==> src/rtl/mem_port_arbiter.sv <==
// Shares one single-ported memory between instruction fetch and data access.
// Data wins contention unless fetch has waited STARVE_LIMIT data grants in a row.
`timescale 1ns/1ps
module mem_port_arbiter #(
  parameter int ADDR_WIDTH   = 32,
  parameter int DATA_WIDTH   = 32,
  parameter int STARVE_LIMIT = 4
) (
  input  logic                    clk,
  input  logic                    rst_n,
  input  logic                    if_req,
  input  logic [ADDR_WIDTH-1:0]   if_addr,
  input  logic                    if_kill,
  output logic [DATA_WIDTH-1:0]   if_rdata,
  output logic                    if_valid,
  input  logic                    d_req,
  input  logic                    d_we,
  input  logic [ADDR_WIDTH-1:0]   d_addr,
  input  logic [DATA_WIDTH-1:0]   d_wdata,
  input  logic [DATA_WIDTH/8-1:0] d_be,
  output logic [DATA_WIDTH-1:0]   d_rdata,
  output logic                    d_valid,
  output logic                    mem_req,
  output logic                    mem_we,
  output logic [ADDR_WIDTH-1:0]   mem_addr,
  output logic [DATA_WIDTH-1:0]   mem_wdata,
  output logic [DATA_WIDTH/8-1:0] mem_be,
  input  logic                    mem_gnt,
  input  logic                    mem_rvalid,
  input  logic [DATA_WIDTH-1:0]   mem_rdata,
  output logic                    stall_if,
  output logic                    stall_mem
);

  typedef enum logic [1:0] {IDLE, WAIT_GNT, WAIT_RSP} state_t;
  typedef enum logic {OWN_IF, OWN_D} owner_t;

  localparam logic [3:0] LIMIT = 4'(STARVE_LIMIT);

  state_t     state, next_state;
  owner_t     owner;
  logic       drop;
  logic [3:0] starve_cnt;
  logic       start;
  logic       pick_d;
  logic       rsp;

  always_ff @(posedge clk or negedge rst_n) begin
    if (!rst_n) state <= IDLE;
    else        state <= next_state;
  end

  always_comb begin
    next_state = state;
    start      = if_req | d_req;
    pick_d     = d_req & (~if_req | (starve_cnt < LIMIT));
    case (state)
      IDLE:     if (start)      next_state = WAIT_GNT;
      WAIT_GNT: if (mem_gnt)    next_state = WAIT_RSP;
      WAIT_RSP: if (mem_rvalid) next_state = IDLE;
      default:                  next_state = IDLE;
    endcase
  end

  // Response data is shared; only the completion pulses are steered to the owner.
  always_comb begin
    mem_req   = (state == WAIT_GNT);
    rsp       = (state == WAIT_RSP) & mem_rvalid;
    d_valid   = rsp & (owner == OWN_D);
    if_valid  = rsp & (owner == OWN_IF) & ~drop & ~if_kill;
    if_rdata  = mem_rdata;
    d_rdata   = mem_rdata;
    stall_if  = if_req & ~if_valid;
    stall_mem = d_req & ~d_valid;
  end

  // A killed fetch still runs to completion on the memory side; only its pulse is dropped.
  always_ff @(posedge clk or negedge rst_n) begin
    if (!rst_n) begin
      owner      <= OWN_IF;
      drop       <= 1'b0;
      starve_cnt <= 4'd0;
      mem_we     <= 1'b0;
      mem_addr   <= '0;
      mem_wdata  <= '0;
      mem_be     <= '0;
    end else if (state == IDLE && start) begin
      drop <= 1'b0;
      if (pick_d) begin
        owner     <= OWN_D;
        mem_we    <= d_we;
        mem_addr  <= d_addr;
        mem_wdata <= d_wdata;
        mem_be    <= d_be;
        if (if_req && starve_cnt != 4'hF) starve_cnt <= starve_cnt + 4'd1;
      end else begin
        owner      <= OWN_IF;
        mem_we     <= 1'b0;
        mem_addr   <= if_addr;
        mem_wdata  <= '0;
        mem_be     <= '1;
        starve_cnt <= 4'd0;
      end
    end else if (state != IDLE && owner == OWN_IF && if_kill) begin
      drop <= 1'b1;
    end
  end

endmodule

==> config.mk <==
export PLATFORM = sky130hd
export DESIGN_NAME = mem_port_arbiter
export DESIGN_NICKNAME = d
export VERILOG_FILES = /design/src/rtl/mem_port_arbiter.sv
export SDC_FILE = /design/constraint.sdc
export NUM_CORES = 1
export LEC_CHECK = 0
export ABC_AREA = 1
export CAP_MARGIN = 20
export CORE_MARGIN = 2
export CORE_UTILIZATION = 28
export CTS_BUF_LIST = sky130_fd_sc_hd__clkbuf_4 sky130_fd_sc_hd__clkbuf_8 sky130_fd_sc_hd__clkbuf_16
export DETAILED_ROUTE_END_ITERATION = 8
export PLACE_DENSITY = 0.73
export SLEW_MARGIN = 20
export SYNTH_ARGS = -nofsm -noshare
export SYNTH_HDL_FRONTEND = slang
export SYNTH_SLANG_ARGS = --single-unit
==> constraint.sdc <==
create_clock -name clk -period 1.7 [get_ports clk]
set_input_delay 0.51 -clock clk [delete_from_list [all_inputs] [get_ports clk]]
set_output_delay 0.51 -clock clk [all_outputs]
set_load 0.01 [all_outputs]
Word-level counts from Yosys, hierarchy flattened. Cells that the tools add are included.

Register bits after elaboration: 77. Output and inout port bits: 138.

Add/sub/neg operators: 1. Order comparisons: 1. Equal/unequal tests: 7. Multiplexer cells: 13. Bitwise gates (word level): 16. Reductions and logical operators: 9.

Operators with widths (count): $mux W32 (2); $mux W4 (3); $and A1 B1 Y1 (8); $mux W2 (3); $not A1 Y1 (6); $pmux W2 S3 (1); $add A4 B1 Y4 const B (1); $logic_and A1 B1 Y1 (4); $lt A4 B3 Y1 const B (1); $mux W1 (4); $ne A2 B1 Y1 const B (2); $ne A2 B2 Y1 const B (2); $ne A4 B4 Y1 const B (1); $reduce_bool A2 Y1 (2); $reduce_and A3 Y1 (1); $eq A2 B1 Y1 const B (1); $eq A2 B2 Y1 const B (1); $logic_not A2 Y1 (1); $or A1 B1 Y1 (2); $reduce_and A2 Y1 (1).

Longest topological paths before layout. Gate-level depths: netlist (run 1).

Depth after elaboration: 7. Gate-level depth with buffers: 8. Mapped depth without buffers: 7.

Worst setup path before layout (run 1). No wires, ideal clock.

Kind: input port to output port. Start: input mem_rvalid. End: output stall_if. Arrival: 1189 ps. Slack: 1 ps. Cell stages on the path: 3. Buffers on the path: 0. Cells stage by stage: nand3_1 > nor4_1 > nor2_1.

Word-level cells in the longest chain between the ends: 6.

RTL lines: from (decl) (RTL line 29) `input logic mem_rvalid,`; $and A1 B1 Y1 (RTL line 68) `rsp = (state == WAIT_RSP) & mem_rvalid;`; $and A1 B1 Y1 (3 in a row) (RTL line 70) `if_valid = rsp & (owner == OWN_IF) & ~drop & ~if_kill;`; via if_valid (RTL line 15) `output logic if_valid,`; $not A1 Y1 (RTL line 73) `stall_if = if_req & ~if_valid;`; $and A1 B1 Y1 (RTL line 73); to (decl) (RTL line 31) `output logic stall_if,`.

The timed path passes the listed nets, and every way through them passes these cells.

Final worst setup path (run 1).
Start: register state[0]. End: output stall_mem.

Word-level cells in the longest chain between the ends: 5.

RTL lines: from (decl) (RTL line 40) `state_t state, next_state;`; from (signal assigned) (RTL line 50) `else state <= next_state;`; $eq A2 B2 Y1 (RTL line 68); $and A1 B1 Y1 (RTL line 68); $and A1 B1 Y1 (RTL line 69) `d_valid = rsp & (owner == OWN_D);`; $not A1 Y1 (RTL line 74) `stall_mem = d_req & ~d_valid;`; $and A1 B1 Y1 (RTL line 74); to (decl) (RTL line 32) `output logic stall_mem`.

Every way passes these cells.

==> flow_summary.json, run 1 <==
{
  "fin_area_um2": 6092,
  "area_growth_pct": 46.17,
  "synthArstFlopShare_pct": 100.0,
  "yosys_warnings": 0,
  "path_class": "reg -> out",
  "setup_tns_ns": -0.2411,
  "die_w_um": 126.0,
  "place_area_um2": 5841,
  "seq_area_frac_synth_pct": 46.23,
  "synthFlopType": "dfrtp_1",
  "cp-start-kind": "flip-flop",
  "grt_pass1_wl_um": 18330,
  "drt_iter0_drc": 95,
  "cts_hold_buf": 0,
  "drive_gt1_share_pct": 8.467,
  "crit_start": "state[0]$_DFFE_PN0P_",
  "cts-root-buf": "clkbuf_16",
  "synth_cell_type_count": 22,
  "relSlewSlack_pct": 74.79,
  "dr.pass1.iters": 4,
  "portBuffers": 181,
  "worst_setup_path_end_kind": "output pin",
  "synth_enable_flop_cells": 0,
  "crit_arrival_ns": 1.30,
  "finalSetupViolCount": 4,
  "grt_setup_unrepaired": "yes",
  "track_usage_pct": 14.45,
  "period_minus_slack_ns": 1.810,
  "num_antenna_cells": 0,
  "status": "complete, but fails checks",
  "cts_made_buffers": 9,
  "p_leak_uw": 0.003362,
  "clock_latency_ns": 0.33,
  "setup_slack_ns": -0.1095,
  "drc_errors": 0,
  "violations": "negative setup slack",
  "dr_total_vias": 3656,
  "grt_pass1_vias": 3600,
  "antenna_found_initial": 0,
  "power_uw": 8890,
  "routed_wl_um": 11200,
  "crit_fanout": 2,
  "drtAntennaViolNets": 0,
  "die_h_um": 126.0,
  "wire_per_inst_um": 12.89,
  "core_um2": 14530,
  "finalMaxSlewViolations": 0,
  "placed_cells": 853,
  "cts.path.max_buffers": 2,
  "synth_cells": 552,
  "synth_fp_nets": 693,
  "gp_congestion": 0.7414,
  "dieArea_um2": 15880,
  "grt_overflow_total": 0,
  "htreeDepth": 3,
  "fin_skew_ns": 0.006968,
  "via_per_inst": 4.207,
  "grt_max_degree": 45,
  "avgSynthCellArea_um2": 7.550,
  "rows": 44,
  "ioPinCount": 278,
  "cts_tree": "done",
  "finalHoldViolCount": 0,
  "nNetsFinal": 821,
  "synth_seq_cells": 77,
  "power_density_nw_per_um2": 1459,
  "cp.required_ns": 1.19,
  "min_period_over_period_pct": 106.4,
  "cts_sinks": 77,
  "timing.rr.start": "state[1]$_DFFE_PN0P_",
  "dp_hpwl_um": 8168,
  "stdcell_count": 869,
  "drv_cap": 0,
  "start_util_pct": 28.68,
  "post_cts_buffers": 0,
  "syn_area_um2": 4168,
  "tightest_slew_ns": 0.3781,
  "worst_ir_drop_vdd_uv": 625.2,
  "fmax_mhz": 552.6,
  "min_path_type": "in -> async",
  "clkSlewWorstSetupHoldPaths_ns": 0.06
}
## sequential cells by signal, indices dropped and copies added (netlist names)
signal and count:
state 2, mem_we 1, drop 1, starve_cnt 4, mem_addr 32, owner 1, mem_be 4, mem_wdata 32
## area by class of cell
class | count | area (um2)
well taps | 184 | 230.2
fillers | 1506 | 8442
repair buffers | 205 | 1986
flip-flops and latches | 77 | 1927
clock buffers | 10 | 232.7
clock inverters | 6 | 63.81
multi-input cells | 314 | 1379
inverters | 73 | 274.0
## per-stage QoR
stage | hold WS (ns) | setup slack (ns) | util (%)
after floorplan | 0.2144 | 0.0009142 | -
after global placement | 0.3876 | -0.7517 | 40.19
after detailed placement | 0.3862 | -0.7671 | 40.19
after CTS | 0.01926 | -0.1520 | 41.70
after global routing | 0.02087 | -0.1685 | 41.92
final | 0.02657 | -0.1095 | 41.92
## cell usage after synthesis, types with 2 or more instances
cell | n | share of area [%]
nand2_1 | 210 | 19
dfrtp_1 | 77 | 46
inv_1 | 72 | 6.5
nand3_1 | 68 | 8.2
buf_4 | 64 | 12
nor2_1 | 22 | 2.0
buf_2 | 9 | 1.1
buf_6 | 7 | 1.9
clkbuf_1 | 6 | 0.54
o21ai_0 | 3 | 0.36
buf_1 | 2 | 0.18
nand4_1 | 2 | 0.30
## logic make-up after synthesis
kind of cell,after synthesis,synth area share (%)
flops,77,46.23
buf+inv,161,21.80
fa+ha+maj,1,0.3002
compound gates,6,1.111
simple gates,307,30.56
## layer usage
| layer | up-vias | wire length, um | GRT usage [%] |
|---|---|---|---|
| li1 | 1850 | - | - |
| met1 | 1642 | 5011 | 18.53 |
| met2 | 141 | 5158 | 22.96 |
| met3 | 23 | 751 | 3.696 |
| met4 | 0 | 283 | 6.593 |
| met5 | - | 0 | 0 |
## cells in the final DEF (no fill, tap or decap), drive strengths merged
cell	count
inv	73
o21ai	4
o31ai	1
nand3	68
clkinvlp	2
nor2	25
buf	30
nand2	211
a21boi	1
dlygate4sd2	70
nand4	2
clkbuf	10
ha	1
dlymetal6s2s	3
clkinv	3
bufinv	1
dfrtp	77
clkdlybuf4s50	102
nor4	1
## final timing paths
| check | endpoint | slack, ns | depth (start not counted) |
|---|---|---|---|
| setup / recovery | stall_mem | -0.11 | 6 |
| hold / removal | mem_wdata[15]$_DFFE_PN0P_ | 0.03 | 1 |
| setup reg to reg | starve_cnt[0]$_DFFE_PN0P_ | 0.21 | 8 |
| hold reg to reg | mem_addr[20]$_DFFE_PN0P_ | 0.47 | 2 |
| max in group asynchronous | mem_addr[17]$_DFFE_PN0P_ | 1.16 | 2 |
| min in group clk | mem_addr[20]$_DFFE_PN0P_ | 0.47 | 2 |
## critical path, cell delays in order (launching register included)
cell     delay, ns
dfrtp_1       0.39
inv_2         0.08
nand3_4       0.10
buf_6         0.14
o21ai_2       0.09
inv_1         0.04
buf_2         0.13
## what timing repair did
action / CTS / global route
pin swaps: 2 / 2
setup endpoints to repair: 76 / 64
hold endpoints to repair: 0 / 0
gates resized for setup: 99 / 9
gates cloned: 0 / 0
## power by group
group / switching (uW) / total, uW / internal (uW)
Clock: 748 / 1900 / 1150
Combinational: 2100 / 3890 / 1790
Sequential: 425 / 3100 / 2670
(Power assumes the default switching activity.)
==> inputs of run 2 (changes only) <==
- CAP_MARGIN: 20 -> 10
==> results of run 2 <==
No change in the layout: final DEF, timing and power equal those of run 1.
==> inputs of run 3 (changes only) <==
- GPL_TIMING_DRIVEN: unset -> 0
==> run 3 against run 2 <==
Against the previous run: the run still ends with negative setup slack left; sequential power about the same; setup slack lost 0.0047 ns; combinational power increased by 7.2%; sequential share of layout area is 4.6 points lower; die area did not move; largest cell class unchanged.
==> flow_summary.json, run 3 (same netlist as run 1, synthesis figures left out) <==
{
  "die_h_um": 126.0,
  "relSlewSlack_pct": 64.41,
  "grt_setup_unrepaired": "yes",
  "via_per_inst": 4.202,
  "min_path_type": "in -> async",
  "clock_latency_ns": 0.34,
  "drt_iter0_drc": 164,
  "switching_share_pct": 37.29,
  "min_period_over_period_pct": 106.7,
  "nNetsFinal": 950,
  "drtAntennaViolNets": 0,
  "power.internal_uw": 5806,
  "worst_setup_path_end_kind": "output pin",
  "tightest_slew_ns": 0.5338,
  "dp_hpwl_um": 10250,
  "violations": "negative setup slack",
  "start_util_pct": 28.68,
  "grt_overflow_total": 0,
  "clkSlewWorstSetupHoldPaths_ns": 0.06,
  "path_class": "reg -> out",
  "cts-root-buf": "clkbuf_16",
  "antenna_found_initial": 0,
  "grt_pass1_wl_um": 21120,
  "n_fill_cell": 1432,
  "period_minus_slack_ns": 1.814,
  "power_uw": 9258,
  "fin_skew_ns": 0.009244,
  "finalSetupViolCount": 3,
  "die_w_um": 126.0,
  "power_density_nw_per_um2": 1300,
  "htreeDepth": 3,
  "dieArea_um2": 15880,
  "slowest_stage": "dfrtp_1",
  "rows": 44,
  "core_um2": 14530,
  "ioPinCount": 278,
  "finalHoldViolCount": 0,
  "drive_gt1_share_pct": 14.99,
  "reg_top3": "mem_addr: 32 flops, mem_wdata: 32 flops",
  "area_growth_pct": 70.88,
  "worst_path_largest_cell_delay_ns": 0.39,
  "path_delay_family": "flip-flops",
  "portBuffers": 244,
  "p_clk_share_pct": 21.1,
  "status": "complete, but fails checks",
  "wire_per_inst_um": 13.58,
  "gp_congestion": 0.7820,
  "cts.path.max_buffers": 2,
  "grt_pass1_vias": 4049,
  "power_frac_seq_pct": 33.8,
  "placed_cells": 981,
  "cp-start-kind": "flip-flop",
  "cts_hold_buf": 0,
  "num_antenna_cells": 0,
  "crit_arrival_ns": 1.30,
  "dr_total_vias": 4194,
  "cp.required_ns": 1.19,
  "p_comb_share_pct": 45.1,
  "dr.pass1.iters": 4,
  "cts_tree": "done",
  "pre_cts_ws_ns": -0.9788,
  "cts_made_buffers": 9,
  "crit_chain": "inv_2 -> nand3_4 -> nor4_4 -> nor2_1 -> buf_2",
  "fmax_mhz": 551.2,
  "drv_cap": 0,
  "cts_sinks": 77,
  "switchingPower_uw": 3452,
  "worst_ir_drop_vdd_uv": 539.9,
  "timing.critical_path.buf_inv": 2,
  "layout_commonest_cell": "nand2_1",
  "stdcell_count": 998,
  "track_usage_pct": 16.79,
  "crit_fanout": 3,
  "drc_errors": 0,
  "grt_max_degree": 47,
  "p_leak_uw": 0.003878,
  "finalMaxSlewViolations": 0,
  "final_cell_mix": "nand2_1, clkdlybuf4s50_1, dfrtp_1, inv_1, dlygate4sd2_1",
  "setup_slack_ns": -0.1142,
  "routed_wl_um": 13550
}
## run 3: cell types whose count changed in the layout (fill, tap and decap cells not counted), moves of 4 or more
cell,change
clkdlybuf4s50_1,+64
buf_4,+51
buf_2,+8
buf_12,-7
clkbuf_2,+6
buf_6,+4
## run 3: worst register-to-register path, stage by stage, from the launching register on
cell and delay, ns:
dfrtp_2 0.46, nor2_1 0.11, inv_1 0.08, nor2_4 0.19, inv_2 0.13, buf_6 0.17, buf_6 0.15, nand2_1 0.06
nand2_1 0.06
## run 3: cell type report
class                      instances  area [um2]  area share [%]
tap                              184       230.2           3.233
sequential                        77        1928           27.07
timing repair buffer             246        2364           33.19
clock inverter                     4       47.55          0.6676
multi-input combinational        314        1371           19.26
inverter                          73       274.0           3.848
clock buffer                      12       254.0           3.566
buffer                            88       653.1           9.171
## run 3: worst paths after layout
check | startpoint | to | slack (ns) | depth (start not counted)
worst max-delay path | state[0]$_DFFE_PN0P_ | stall_if | -0.11 | 5
worst min-delay path | rst_n | mem_wdata[18]$_DFFE_PN0P_ | 0.11 | 1
worst max register to register | state[1]$_DFFE_PN0P_ | mem_addr[17]$_DFFE_PN0P_ | 0.16 | 8
worst min register to register | mem_addr[10]$_DFFE_PN0P_ | mem_addr[10]$_DFFE_PN0P_ | 0.47 | 2
max in group asynchronous | rst_n | state[1]$_DFFE_PN0P_ | 0.98 | 2
min in group clk | mem_addr[10]$_DFFE_PN0P_ | mem_addr[10]$_DFFE_PN0P_ | 0.47 | 2
## run 3: per-stage QoR
step | setup TNS [ns] | utilization (%) | hold slack (ns) | cell area, um2
global route | -0.5363 | 49.00 | 0.1335 | 7122
CTS | -0.5104 | 48.89 | 0.1216 | 7106
finish | -0.2184 | 49.00 | 0.1145 | 7122
detailed placement | -34.39 | 47.24 | 0.4640 | 6865
global placement | -247.85 | 47.06 | 0.4605 | 6840
floorplan | 0 | - | 0.2144 | 4168
## run 3: repair_timing
item                       4_1_cts  5_1_grt
hold endpoints to repair         0        0
setup endpoints to repair      135       28
pin swaps                        4        3
gates resized for setup         99       14
buffers inserted                 1        0
## run 3: power groups by stage
| stage | Combinational [uW] | Sequential [uW] | Clock, uW |
|---|---|---|---|
| floorplan | 1740 | 3490 | 0 |
| global placement | 4660 | 3110 | 0 |
| detailed placement | 4750 | 3150 | 0 |
| CTS | 4240 | 3130 | 2030 |
| global route | 4600 | 3240 | 2100 |
| finish | 4170 | 3130 | 1960 |
## run 3: routing by layer
layer / global-route usage [%] / up-vias / part of all wire, %
met5: 0 / - / 0
met4: 4.977 / 0 / 1.5
met3: 4.121 / 12 / 6.3
met2: 29.44 / 147 / 51
met1: 20.42 / 1925 / 42
li1: - / 2110 / -
